## src/rtl/uart_tx_answer.sv

```systemverilog
// uart_tx_answer: FIFO-buffered UART transmitter returning answer bytes.
// Ports: clk, rst, data_in/valid/ready push side, txd, busy, tx_done, fifo_level.
module uart_tx_answer #(
  parameter int CLK_HZ     = 50_000_000,
  parameter int BAUD       = 115200,
  parameter int PARITY_EN  = 1,
  parameter int PARITY_ODD = 0,
  parameter int STOP_BITS  = 2,
  parameter int FIFO_DEPTH = 16
) (
  input  logic                          clk,
  input  logic                          rst,
  input  logic [7:0]                    data_in,
  input  logic                          valid,
  output logic                          ready,
  output logic                          txd,
  output logic                          busy,
  output logic                          tx_done,
  output logic [$clog2(FIFO_DEPTH):0]   fifo_level
);

  localparam int DIV = CLK_HZ / BAUD;
  localparam int CW  = $clog2(DIV);
  localparam int AW  = $clog2(FIFO_DEPTH);
  localparam int LW  = AW + 1;
  localparam logic [LW-1:0] FULL = LW'(FIFO_DEPTH);
  localparam logic PODD = 1'(PARITY_ODD);

  typedef enum logic [2:0] {
    S_IDLE,
    S_START,
    S_DATA,
    S_PAR,
    S_STOP
  } state_t;

  state_t         state;
  logic [CW-1:0]  baud_cnt;
  logic [2:0]     bit_idx;
  logic           stop_cnt;
  logic [7:0]     shift;
  logic           par;

  logic [7:0]     mem [FIFO_DEPTH];
  logic [AW-1:0]  wr_ptr;
  logic [AW-1:0]  rd_ptr;
  logic [7:0]     head;

  logic bit_end;
  logic last_stop;
  logic frame_end;
  logic push;
  logic pop;

  assign head      = mem[rd_ptr];
  assign ready     = (fifo_level != FULL);
  assign push      = valid && ready;
  assign bit_end   = (baud_cnt == CW'(DIV - 1));
  assign last_stop = (stop_cnt == 1'(STOP_BITS - 1));
  assign frame_end = (state == S_STOP) && bit_end && last_stop;
  // Pop from idle, or at the end of a frame so frames run back to back.
  assign pop = (fifo_level != '0) &&
               ((state == S_IDLE) || frame_end);

  always_ff @(posedge clk) begin
    if (push) mem[wr_ptr] <= data_in;
  end

  always_ff @(posedge clk) begin
    if (rst) begin
      wr_ptr     <= '0;
      rd_ptr     <= '0;
      fifo_level <= '0;
    end else begin
      if (push) wr_ptr <= wr_ptr + AW'(1);
      if (pop)  rd_ptr <= rd_ptr + AW'(1);
      case ({push, pop})
        2'b10:   fifo_level <= fifo_level + LW'(1);
        2'b01:   fifo_level <= fifo_level - LW'(1);
        default: fifo_level <= fifo_level;
      endcase
    end
  end

  always_ff @(posedge clk) begin
    if (rst) begin
      state    <= S_IDLE;
      baud_cnt <= '0;
      bit_idx  <= '0;
      stop_cnt <= 1'b0;
      shift    <= '0;
      par      <= 1'b0;
      txd      <= 1'b1;
      busy     <= 1'b0;
      tx_done  <= 1'b0;
    end else begin
      // Registered, so raise it one cycle ahead of the final stop cycle.
      tx_done <= (state == S_STOP) && last_stop &&
                 (baud_cnt == CW'(DIV - 2));
      if (state == S_IDLE || bit_end) baud_cnt <= '0;
      else                            baud_cnt <= baud_cnt + CW'(1);
      if (pop) begin
        shift <= head;
        par   <= (^head) ^ PODD;
      end
      case (state)
        S_IDLE: begin
          txd <= 1'b1;
          if (pop) begin
            state <= S_START;
            txd   <= 1'b0;
            busy  <= 1'b1;
          end
        end
        S_START: begin
          if (bit_end) begin
            state   <= S_DATA;
            txd     <= shift[0];
            bit_idx <= '0;
          end
        end
        S_DATA: begin
          if (bit_end) begin
            if (bit_idx == 3'd7) begin
              if (PARITY_EN != 0) begin
                state <= S_PAR;
                txd   <= par;
              end else begin
                state    <= S_STOP;
                txd      <= 1'b1;
                stop_cnt <= 1'b0;
              end
            end else begin
              shift   <= {1'b0, shift[7:1]};
              txd     <= shift[1];
              bit_idx <= bit_idx + 3'd1;
            end
          end
        end
        S_PAR: begin
          if (bit_end) begin
            state    <= S_STOP;
            txd      <= 1'b1;
            stop_cnt <= 1'b0;
          end
        end
        S_STOP: begin
          if (bit_end) begin
            if (!last_stop) begin
              stop_cnt <= 1'b1;
            end else if (pop) begin
              state <= S_START;
              txd   <= 1'b0;
            end else begin
              state <= S_IDLE;
              txd   <= 1'b1;
              busy  <= 1'b0;
            end
          end
        end
        default: begin
          state <= S_IDLE;
          txd   <= 1'b1;
          busy  <= 1'b0;
        end
      endcase
    end
  end

endmodule

```

## config.mk

```make
export PLATFORM = sky130hd
export DESIGN_NAME = uart_tx_answer
export DESIGN_NICKNAME = d
export VERILOG_FILES = /design/src/rtl/uart_tx_answer.sv
export SDC_FILE = /design/constraint.sdc
export NUM_CORES = 1
export LEC_CHECK = 0
export ABC_AREA = 1
export CORE_MARGIN = 3
export CORE_UTILIZATION = 56
export CTS_CLUSTER_SIZE = 16
export DETAILED_ROUTE_END_ITERATION = 8
export PLACE_DENSITY = 0.76
export SETUP_SLACK_MARGIN = 0.5
export SYNTH_ARGS = -nofsm -noshare
export SYNTH_HDL_FRONTEND = slang
export SYNTH_SLANG_ARGS = --single-unit
```

## constraint.sdc

```tcl
create_clock -name clk -period 2.8 [get_ports clk]
set_clock_uncertainty 0.2 [all_clocks]
set_input_delay 0.7 -clock clk [delete_from_list [all_inputs] [get_ports clk]]
set_output_delay 0.7 -clock clk [all_outputs]
set_load 0.1 [all_outputs]
```

======== Yosys cells after proc, flatten, opt, wreduce, memory -nomap -nowiden ========
Memory sizes are Yosys's and may differ from the RTL's. A register that Yosys moved wholly into a read port is not among the register bits.
Index checks and enable logic that the tools add are counted.
storage, ports and cells
  RAM bits ................................ 128
  word-level logic and storage cells ...... 97
  output and inout port bits .............. 9
  flip-flop bits (word level) ............. 41
  memories kept ........................... 1
  bits of input ports ..................... 11
memory list
  memory  depth  bits a word  rd ports  clocked after memory_dff  wr ports  RTL line  source
  mem     16     8            1         1                         1         44        logic [7:0] mem [FIFO_DEPTH];
operators by class
  reduce and logical (&&, ||, !) cells .... 21
  bitwise operators ....................... 1
  eq/ne operators ......................... 19
  multiplexer cells ....................... 37
  add/sub/neg operators ................... 6
operators by type and width
  kind                   count
  $mux W8                4
  $mux W3                10
  $eq A9 B9 Y1 const B   2
  $ne A2 B2 Y1 const B   9
  $mux W1                15
  $pmux W3 S5            1
  $pmux W5 S2            1
  $reduce_and A5 Y1      2
  $add A9 B1 Y9 const B  1
  $add A4 B1 Y4 const B  2
  $mux W4                2
  $reduce_xor A8 Y1      1
  $reduce_and A7 Y1      1
  $eq A3 B2 Y1 const B   2
  $eq A3 B3 Y1 const B   2
  $logic_and A1 B1 Y1    6
  $pmux W3 S2            1
  $reduce_bool A2 Y1     3
  $add A5 B1 Y5 const B  1
  $ne A5 B5 Y1 const B   1
  $pmux W1 S5            1
  $reduce_bool A5 Y1     1
  $sub A5 B1 Y5 const B  1
  $reduce_and A4 Y1      1
  other kinds (12)       13

======== Longest topological paths before layout ========
  depth after elaboration ................. 9
  depth in mapped cells ................... 21

======== Least setup slack after synthesis ========
Ideal clock, no wire load.
  kind .................................... reg-to-reg
  start point ............................. register fifo_level[0]
  end point ............................... register fifo_level[4]
  data arrival time ....................... 3.641 ns
  setup time .............................. 0.166 ns
  stages on the path, launching flop included .. 16
  slack ................................... -1.206 ns
  cell sequence ........................... dfxtp_1 -> nor4_1 -> nand2_1 -> nand2_1 -> ha_1 -> xor2_1 -> ha_1 -> a21o_1 -> nand2_1 -> nand2_1 -> a21oi_1 -> nand2_1 -> nand2_1 -> nor2_1 -> o21ai_0 -> a21oi_1
on the way
  longest elaborated chain between the ends .. 4
  elaborated cells on any way between the ends .. 10
RTL lines
  element                                                   RTL line  source
  start, declared                                           19        output logic [$clog2(FIFO_DEPTH):0] fifo_level
  start signal, assigned                                    78        2'b10: fifo_level <= fifo_level + LW'(1);
  start signal, assigned                                    79        2'b01: fifo_level <= fifo_level - LW'(1);
  start signal, assigned                                    80        default: fifo_level <= fifo_level;
  $ne A5 B5 Y1 (*)                                          56        assign ready = (fifo_level != FULL);
  named net ready                                           15        output logic ready,
  $logic_and A1 B1 Y1 (*)                                   57        assign push = valid && ready;
  $eq A2 B1 Y1 / $eq A2 B2 Y1 (equally long branches)       77        case ({push, pop})
  $pmux W5 S2 / $reduce_bool A2 Y1 (equally long branches)  --
Mark *: on every way through the listed nets, which the timed path passes. The rest lies on a longest branch.
A chain may end at the register's enable or synchronous reset.

======== Final worst setup path ========
  start point ............................. register baud_cnt[8]
  end point ............................... register fifo_level[2]
on the way
  longest elaborated chain between the ends .. 7
  elaborated cells on any way between the ends .. 9
RTL lines
  element                                                   RTL line  source
  start, declared                                           38        logic [CW-1:0] baud_cnt;
  start signal, assigned                                    101       else baud_cnt <= baud_cnt + CW'(1);
  $eq A9 B9 Y1 (*)                                          58        assign bit_end = (baud_cnt == CW'(DIV - 1));
  $logic_and A1 B1 Y1 (*) (2 in series)                     60        assign frame_end = (state == S_STOP) && bit_end && last_stop;
  $logic_or A1 B1 Y1 (*)                                    63        ((state == S_IDLE) || frame_end);
  $logic_and A1 B1 Y1 (*)                                   62        assign pop = (fifo_level != '0) &&
  $eq A2 B1 Y1 / $eq A2 B2 Y1 (equally long branches)       77
  $pmux W5 S2 / $reduce_bool A2 Y1 (equally long branches)  --
Mark *: on every way between the ends. The rest lies on a longest branch, timed or not.

==> flow_metrics.py <==
metrics = {
    "grt": {
        "antenna_found_initial": 0,
        "grt-ovfl-total": 0,
        "grt_pass1_wl_um": 27700,
        "first_global_vias": 5687,
        "grt_max_degree": 51,
        "track_usage_pct": 24.0,
    },
    "critical_path": {
        "crit_end": "fifo_level[2]",
        "cp.required_ps": 2920,
        "cp_max_fo": 3,
        "r2r-end": "fifo_level[2]",
        "worst-setup-path-type": "reg2reg",
        "arrival_ps": 2850,
        "slowest_stage": "dfxtp_2",
        "crit_path_start": "baud_cnt[8]",
        "path_cells": "inv_2 -> nor4_4 -> nand2_1 -> o21ai_2 -> nand2_2 -> inv_2 -> ha_4 -> xor2_2 -> ha_4 -> a21o_1 -> buf_4 -> buf_4 -> xor2_1 -> o21ai_1 -> inv_1",
        "start_kind": "flip-flop",
        "r2r-start": "baud_cnt[8]",
        "critical_path.max_stage_delay_ps": 350,
        "crit_path_end_kind": "flip-flop",
        "ff2ff_setup_slack_ps": 70,
        "rr_worst_depth": 15,
    },
    "logic_synthesis": {
        "ys_seq_elements": 173,
        "synth_top_area_share_pct": 49.7,
        "syn_area_um2": 7740,
        "yosysWarnings": 0,
        "synth_flop_cell": "edfxtp_1",
        "synth.most_common_cell": "nand2_1",
        "syn_inst": 830,
        "synthArstFlopShare_pct": 0,
        "yosysSeqAreaShare_pct": 61.3,
        "synth-edff-count": 128,
        "netlist-cell-type-count": 39,
        "syn_avg_cell_area_um2": 9.32,
        "synthTopCellsByCount": "nand2_1 (263), edfxtp_1 (128), inv_1 (100), nand3_1 (85), nor2_1 (65)",
        "synthTopCellsByArea": "edfxtp_1 (50%), nand2_1 (13%), dfxtp_1 (12%)",
        "synth_area_leader_cell": "edfxtp_1",
        "synth.net_count": 855,
    },
    "die": {
        "die_h_um": 124,
        "core.rowCount": 42,
        "ios": 20,
        "die_w_um": 124,
        "start_util_pct": 57.7,
        "dieArea_um2": 15300,
        "coreArea_um2": 13400,
    },
    "cells_and_area": {
        "areaGrowthSynthToFinish_pct": 21.0,
        "diodes": 0,
        "finish.utilization_pct": 69.9,
        "fill_cells": 908,
        "final_nets": 920,
        "drive_gt1_share_pct": 16.7,
    },
    "power": {
        "clkPwrFrac_pct": 26.1,
        "power.density_nw_per_um2": 999,
        "switching_power_mw": 3.58,
        "ir_drop_uv": 1110,
        "internal_power_mw": 5.77,
        "p_leak_nw": 3.97,
        "seqPwrFrac_pct": 33.7,
        "switching_share_pct": 38.3,
        "finalPower_mw": 9.35,
        "pwr-share-comb_pct": 40.2,
    },
    "clock_network": {
        "cts_hold_buf": 0,
        "cts_tree": "done",
        "root_buffer": "clkbuf_16",
        "clk_latency_ps": 430,
        "numCtsBuffers": 17,
        "cts-htree-levels": 4,
        "cts.sinks": 173,
        "clk_pin_slew_ps": 60,
        "max-clock-path-buffers": 2,
    },
    "sta": {
        "tightest_slew_ps": 723,
        "hold_ws_ps": 259,
        "setup_ws_ps": 70.4,
        "slew_violations": 0,
        "rsz0062_at_grt": "yes",
        "final.period_utilization_pct": 97.5,
        "period_minus_slack_ps": 2730,
        "setup_viol": 0,
        "hold_viol_final": 0,
        "fmax_mhz": 366,
        "slew_headroom_pct": 51.6,
    },
    "routing": {
        "vias_per_cell": 5.59,
        "met1Wirelength_um": 7510,
        "drcViolationCount": 0,
        "ant_nets": 0,
        "vias": 6055,
        "drt_iter0_markers": 642,
        "routed_wl_um": 18700,
        "wl_per_cell_um": 17.3,
        "wl_met3_um": 1420,
        "drtPass1Iterations": 5,
        "wl_met2_um": 9330,
        "top_layer": "met4",
    },
    "run": {
        "cap_violations": 0,
    },
    "worst_hold_path": {
        "min_path_type": "reg2reg",
    },
    "place": {
        "place_congestion": 0.893,
        "dp_hpwl_um": 11100,
        "port_buffers": 19,
        "pre_cts_ws_ps": -47.9,
    },
    "status": {
        "outcome": "finished clean",
    },
}
-- sequential cells by signal, summed over array words and instances (netlist names), named ones only --
register	cells
mem	128
baud_cnt	9
shift	8
fifo_level	5
rd_ptr	4
wr_ptr	4
bit_idx	3
state	3
busy	1
last_stop	1
par	1
tx_done	1
txd	1
-- worst min path at each step --
stage	from	endpoint	slack [ps]	depth (start not counted)
3_3_place_gp	baud_cnt[8]	baud_cnt[8]	230	1
6_report	baud_cnt[8]	baud_cnt[8]	260	1
4_1_cts	baud_cnt[0]	baud_cnt[0]	240	1
5_1_grt	baud_cnt[8]	baud_cnt[8]	290	1
2_1_floorplan	baud_cnt[8]	baud_cnt[8]	230	1
3_5_place_dp	rd_ptr[3]	flip-flop	260	2
-- kinds of logic (layout without fill, tap and decap cells) --
logic type	after synthesis	count (layout)	synth area share (%)
xor+xnor	7	7	0.793
fa+ha+maj	14	14	2.26
simple gates	431	431	23.0
compound gates	71	71	5.29
buf+inv	134	212	7.29
flops	173	173	61.3
-- worst max-delay path, delay by kind of cell (launching register included) --
kind / cells / cell delay [ps]
simple gates: 3 / 510
buf+inv: 5 / 490
xor+xnor: 2 / 250
compound gates: 3 / 510
fa+ha+maj: 2 / 310
flops: 1 / 350
-- final cells by class --
cell class	count	area, um2	area share [%]
timing repair inverter	1	8.76	0.0936
clock inverter	14	188	2.01
tap	176	220	2.35
sequential	173	4770	51.0
timing repair buffer	75	719	7.69
inverter	104	408	4.36
multi-input combinational	523	2620	27.9
clock buffer	18	429	4.58
-- cell usage in the layout, fill, tap and decap left out, types with 3 or more instances in the layout --
master           synthesis  layout
nor3_1                   5       5
nand3_2                  0       6
ha_1                    14      10
nand3_1                 85      79
buf_12                   0       4
o22ai_1                  3       3
dfxtp_2                  0       7
buf_4                    1      52
clkbuf_16                0      19
o211ai_1                 7       7
a21oi_1                 17      16
inv_6                    0       3
nor2_2                   1       5
inv_1                  100      97
a31oi_1                  7       7
nand2_2                  0       9
o21ai_1                  6       9
o21ai_0                 24      20
nand2_1                263     252
dfxtp_4                  0       5
clkdlybuf4s50_1          0      10
edfxtp_1               128     128
buf_6                    5       5
inv_2                    3       4
dfxtp_1                 45      33
xor2_1                   5       3
ha_4                     0       4
clkinvlp_4               0       3
nor2_1                  65      60
bufinv_16                0       3
-- timing repair --
item                       in CTS  in global routing
buffers inserted               10                 11
pin swaps                      10                 20
gates resized for setup        18                 46
setup endpoints to repair       7                  9
gates cloned                    0                  3
-- per-layer routing --
layer | GRT usage (%) | vias to the layer above
met1 | 31.2 | 2851
met5 | 0 | -
met4 | 10.3 | 0
met3 | 4.39 | 47
li1 | - | 2854
met2 | 39.6 | 303
-- power groups by stage --
stage	clock network, mW	registers, mW	logic (mW)
final	2.44	3.15	3.76
after floorplan	0	3.41	1.98
after global placement	0	3.17	2.80
after global routing	2.57	3.17	4.09
after detailed placement	0	3.17	2.94
after CTS	2.45	3.12	3.12
-- per-stage QoR --
step,cells,area (um2),setup TNS [ps]
2_1_floorplan,830,7810,0
3_3_place_gp,1028,8280,0
3_5_place_dp,1028,8280,-47.9
4_1_cts,1070,9030,0
5_1_grt,1084,9360,-196
6_report,1084,9360,0
Power figures use the tool's default switching activity.
==> RTL edit 1: new RTL, same settings <==
Change the parameter `PARITY_EN` from 1 to 0.
--- a/src/rtl/uart_tx_answer.sv
+++ b/src/rtl/uart_tx_answer.sv
@@ -3,7 +3,7 @@
 module uart_tx_answer #(
   parameter int CLK_HZ     = 50_000_000,
   parameter int BAUD       = 115200,
-  parameter int PARITY_EN  = 1,
+  parameter int PARITY_EN  = 0,
   parameter int PARITY_ODD = 0,
   parameter int STOP_BITS  = 2,
   parameter int FIFO_DEPTH = 16
Behaviour: no difference found for any inputs over 10 cycles, from zero or initial values and one cycle with rst high; that may be too few to reach the edited logic, so the function may still have changed.
==> RTL edit 1 against the original RTL <==
  * Routed wire length is 6.3% lower
  * Die area is 3.5% lower
  * Design area is 6.6% lower
  * Sequential power is 2% lower
  * Hold slack better by 35 ps
  * Final cell count is 11% lower
  * Via count is 8.2% lower
  * Synthesized cell count is 11% lower
  * Power is 13% lower
  * Core utilization is 1.7 points lower
  * Sequential cell count is 1 lower
  * Synthesized area is 3.7% lower
  * Setup slack better by 320 ps
  * Critical endpoint unchanged
  * Largest cell class unchanged
  * Largest power group is now registers
  * Highest routed layer unchanged
==> RTL edit 1: results (changes against the original RTL) <==
Main synth FF type - edfxtp_1 (unchanged)
Starting DRT DRC Count - 514 (was 642)
Clock Latency Late Sink - 420 ps
dpl cell area - 7870 um^2 (was 8280 um^2)
share of cells above drive strength 1 - 18.1% (was 16.7%)
Vias/cell - 5.77 (was 5.59)
cell count after synthesis - 739 (was 830)
Worst path top cell family by delay - simple AND/OR/NAND/NOR gates (unchanged)
synth top area cells - edfxtp_1 (52%), dfxtp_1 (12%), nand2_1 (6.2%), nor2_1 (5.7%), nand3_1 (4.6%) (was edfxtp_1 (50%), nand2_1 (13%), dfxtp_1 (12%), nand3_1 (5.5%), inv_1 (4.9%))
Worst Setup SP - fifo_level[2]$_SDFFE_PP0P_ (was baud_cnt[8]$_SDFF_PP0_)
Min-Delay Startpoint - busy$_SDFFE_PP0P_ (was baud_cnt[8]$_SDFF_PP0_)
Reg-to-Reg End - fifo_level[2]$_SDFFE_PP0P_ (unchanged)
antenna fix cells - 0 (unchanged)
Critical R2R Launch - fifo_level[2]$_SDFFE_PP0P_ (was baud_cnt[8]$_SDFF_PP0_)
final global-route overflow total - 0 (unchanged)
top flop regs - mem x128, baud_cnt x9, shift x8 (unchanged)
DRT Pass-1 Iters - 5 (unchanged)
synth unique cells - 34 (was 39)
Rel. slew slack - 47.2% (was 51.6%)
Leak - 3.33 nW (was 3.97 nW)
Final WS setup - 392 ps (was 70.4 ps)
Placer Congestion - 0.949 (was 0.893)
cells on worst reg2reg path - 12 (was 15)
global-route wire length before repair - 27600 um (was 27700 um)
syn_nets - 764 (was 855)
status - finished clean (unchanged)
nets@finish - 804 (was 920)
synth cell count leaders - edfxtp_1 (128), nand2_1 (123), nor2_1 (113) (was nand2_1 (263), edfxtp_1 (128), inv_1 (100))
worst-path fanout max - 4 (was 3)
largest net degree at the start of global routing - 78 (was 51)
dpl ws - 88.5 ps (was -47.9 ps)
Hold Path Class - reg2reg (unchanged)
Placed Cells - 915 (was 1028)
total track usage - 24.8% (was 24.0%)
CP Data Arrival Time - 2530 ps (was 2850 ps)
DP HPWL - 10600 um (was 11100 um)
Synth async-reset ratio - 0% (unchanged)
slowest CP cell - dfxtp_4 (was dfxtp_2)
Post-synth EDFFs - 128 (unchanged)
CP max stage delay - 370 ps (was 350 ps)
yosys warns - 0 (unchanged)
final std cells w/o fill - 964 (was 1084)
vias in the first global route - 5411 (was 5687)
CTS root buf - clkbuf_16 (unchanged)
Seq/Total Area, Yosys - 63.4% (was 61.3%)
VDD IR-drop max - 0.000420 V (was 0.00111 V)
Setup crit end - fifo_level[2]$_SDFFE_PP0P_ (unchanged)
WL final - 17600 um (was 18700 um)
Final ANT Viol Nets - 0 (unchanged)
-- RTL edit 1: worst min-delay path by stage --
stage | to | slack, ps | cells after the start
after floorplan | baud_cnt[0]$_SDFF_PP0_ | 240 | 1
after global placement | baud_cnt[0]$_SDFF_PP0_ | 260 | 1
after detailed placement | baud_cnt[0]$_SDFF_PP0_ | 280 | 1
after CTS | busy$_SDFFE_PP0P_ | 300 | 2
after global routing | bit_idx[0]$_SDFFE_PP0P_ | 330 | 2
final | busy$_SDFFE_PP0P_ | 290 | 2
-- RTL edit 1: power breakdown --
group / internal (mW) / switching, mW
sequential: 2.95 / 0.153
combinational: 0.852 / 1.81
clock: 1.33 / 1.01
-- RTL edit 1: final cells by class --
type / count / area, um^2
Sequential cell: 172 / 4750
Fill cell: 960 / 4080
Multi-Input combinational cell: 469 / 2520
Clock buffer: 17 / 425
Timing Repair Buffer: 51 / 415
Inverter: 68 / 260
Tap cell: 172 / 215
Clock inverter: 15 / 159
-- RTL edit 1: repair_timing --
| action | in CTS | in global routing |
|---|---|---|
| pin swaps | 11 | 12 |
| endpoints found under the setup margin | 12 | 121 |
| buffers inserted | 13 | 4 |
| resized for setup | 15 | 26 |
-- RTL edit 1: kinds of logic after synthesis --
group                      synth area share (%)
xor gates and xnor gates                   1.29
and+or+nand+nor                            18.7
DFF                                        63.4
buffers and inverters                      5.76
adders and majority gates                  2.35
AOI/OAI and AO/OA                          8.45
-- RTL edit 1: metal layers --
metal | vias up | track usage [%] | part of all wire [%]
li1 | 2589 | - | -
met1 | 2645 | 33.5 | 41
met2 | 271 | 39.6 | 47
met3 | 54 | 5.13 | 8.4
met4 | 0 | 9.38 | 3.1
met5 | - | 0 | 0
==> RTL edit 2: new RTL, config.mk and constraints unchanged <==
Made on the original files. The 5 states of `state_t` get a one-hot encoding in 5 bits.
--- a/src/rtl/uart_tx_answer.sv
+++ b/src/rtl/uart_tx_answer.sv
@@ -26,12 +26,12 @@
   localparam logic [LW-1:0] FULL = LW'(FIFO_DEPTH);
   localparam logic PODD = 1'(PARITY_ODD);
 
-  typedef enum logic [2:0] {
-    S_IDLE,
-    S_START,
-    S_DATA,
-    S_PAR,
-    S_STOP
+  typedef enum logic [4:0] {
+    S_IDLE  = 5'b00001,
+    S_START = 5'b00010,
+    S_DATA  = 5'b00100,
+    S_PAR   = 5'b01000,
+    S_STOP  = 5'b10000
   } state_t;
 
   state_t         state;
Check against the original RTL: no difference found for any inputs over 4 cycles, from zero or initial values and one cycle with rst high; so few cycles prove little.
==> RTL edit 2 against the original RTL <==
  * Design area rose by 3.0%
  * Setup slack improved by 120 ps
  * Sequential cell count rose by 2
  * Synthesized area rose by 1.1%
  * Power fell by 5.3%
  * Core utilization rose by 1.8 points
  * Routed wire length rose by 3.0%
  * Critical path type unchanged
  * Largest cell class unchanged
  * Largest power group unchanged
  * Highest routed layer unchanged
==> RTL edit 2: results (changes against the original RTL) <==
Starting DRT DRC Count - 646 (was 642)
startpoint types - flip-flop (unchanged)
Synth Area in Compound Gates - 5.78% (was 5.29%)
yosys warns - 0 (unchanged)
largest net degree at the start of global routing - 51 (unchanged)
Clock Latency Late Sink - 430 ps (about the same)
top flop regs - mem x128, baud_cnt x9, shift x8 (unchanged)
status - finished clean (unchanged)
syn_nets - 856 (was 855)
slowest CP cell - dfxtp_2 (unchanged)
Rel. slew slack - 50.0% (was 51.6%)
CP max stage delay - 340 ps
Hold Path Stages - 2 (was 1)
synth unique cells - 38 (was 39)
CTS root buf - clkbuf_16 (unchanged)
Hold Path Class - reg2reg (unchanged)
Placer Congestion - 0.908 (was 0.893)
H-tree depth - 4 (unchanged)
antenna fix cells - 0 (unchanged)
mux cell area share after synthesis - 0% (unchanged)
cells on worst reg2reg path - 16 (was 15)
Filler Cells Inserted - 932 (was 908)
vias - 6158 (was 6055)
Post-synth EDFFs - 128 (unchanged)
global-route wire length before repair - 28400 um (was 27700 um)
PortBufs - 19 (unchanged)
share of cells above drive strength 1 - 21.9% (was 16.7%)
clock-pin slew on the worst setup and hold paths - 60 ps (about the same)
initial antenna violation count - 0 (unchanged)
WL final - 19300 um (was 18700 um)
nets@finish - 942 (was 920)
Main synth FF type - edfxtp_1 (unchanged)
Critical R2R Launch - state[3]$_SDFFE_PP0P_ (was baud_cnt[8]$_SDFF_PP0_)
Synth Area in Adders - 2.24% (was 2.26%)
DP HPWL - 11300 um (was 11100 um)
total track usage - 24.7% (was 24.0%)
Worst path top cell family by delay - buffers and inverters (was simple AND/OR/NAND/NOR gates)
reg-to-reg setup timing slack - 190 ps (was 70 ps)
VDD IR-drop max - 0.000831 V (was 0.00111 V)
synth top area cells - edfxtp_1 (49%), dfxtp_1 (12%), nand2_1 (11%), nand3_1 (5.1%), nor2_1 (4.2%) (was edfxtp_1 (50%), nand2_1 (13%), dfxtp_1 (12%), nand3_1 (5.5%), inv_1 (4.9%))
Seq/Total Area, Yosys - 61.2% (was 61.3%)
CTS Buffer Depth - 2 (unchanged)
Synth async-reset ratio - 0% (unchanged)
Reg-to-Reg End - fifo_level[2]$_SDFFE_PP0P_ (unchanged)
vias in the first global route - 5776 (was 5687)
synth cell count leaders - nand2_1 (236), edfxtp_1 (128), nor2_1 (87) (was nand2_1 (263), edfxtp_1 (128), inv_1 (100))
Leak - 3.97 nW (about the same)
worst-path fanout max - 3 (unchanged)
CP Data Arrival Time - 2730 ps (was 2850 ps)
Min-Delay Startpoint - rd_ptr[3]$_SDFFE_PP0N_ (was baud_cnt[8]$_SDFF_PP0_)
max_cap viols - 0 (unchanged)
TritonCTS buffer count - 17 (unchanged)
final global-route overflow total - 0 (unchanged)
xor and xnor area share after synthesis - 0.672% (was 0.792%)
DRT Pass-1 Iters - 5 (unchanged)
[RTL edit 2: layout make-up]
type,instances,area (um^2),share of cell area (%)
inverter,93,369,3.83
clock buffer,19,433,4.49
multi-input combinational,533,2770,28.7
tap,176,220,2.28
sequential,175,4820,50.0
timing repair buffer,94,865,8.97
timing repair inverter,3,22.5,0.234
clock inverter,11,144,1.49
[RTL edit 2: worst max-delay path by stage]
stage                                            end  cells past startpoint
after floorplan           fifo_level[4]$_SDFFE_PP0P_                     17
after global placement    fifo_level[4]$_SDFFE_PP0P_                     14
after detailed placement  fifo_level[4]$_SDFFE_PP0P_                     14
after CTS                 fifo_level[4]$_SDFFE_PP0P_                     20
after global routing      fifo_level[4]$_SDFFE_PP0P_                     19
final                     fifo_level[2]$_SDFFE_PP0P_                     16
[RTL edit 2: where the power goes]
| part | switching, mW | internal, mW |
|---|---|---|
| sequential | 0.171 | 3.00 |
| combinational | 2.16 | 1.19 |
| clock | 0.948 | 1.39 |
| total | 3.28 | 5.58 |
[RTL edit 2: through the flow]
step | power, mW | instances | setup slack, ps | instance area, um^2 | hold slack, ps
5_1_grt | 9.31 | 1104 | 41.7 | 9640 | 284
3_5_place_dp | 5.87 | 1031 | -29.9 | 8380 | 263
4_1_cts | 8.37 | 1081 | 245 | 9180 | 267
2_1_floorplan | 5.21 | 831 | 54.3 | 7900 | 233
6_report | 8.86 | 1104 | 190 | 9640 | 272
3_3_place_gp | 5.74 | 1031 | 23.9 | 8380 | 245
[RTL edit 2: layer usage]
metal,share of wire [%],global-route usage (%)
met1,40,32.4
met2,50,40.7
met3,7.5,4.59
met4,2.5,9.99
met5,0,0
[RTL edit 2: what timing repair did]
action,4_1_cts,5_1_grt
pin swaps,14,17
gates resized for setup,25,76
setup buffers,20,16
endpoints found under the setup margin,7,24
gates cloned,0,7
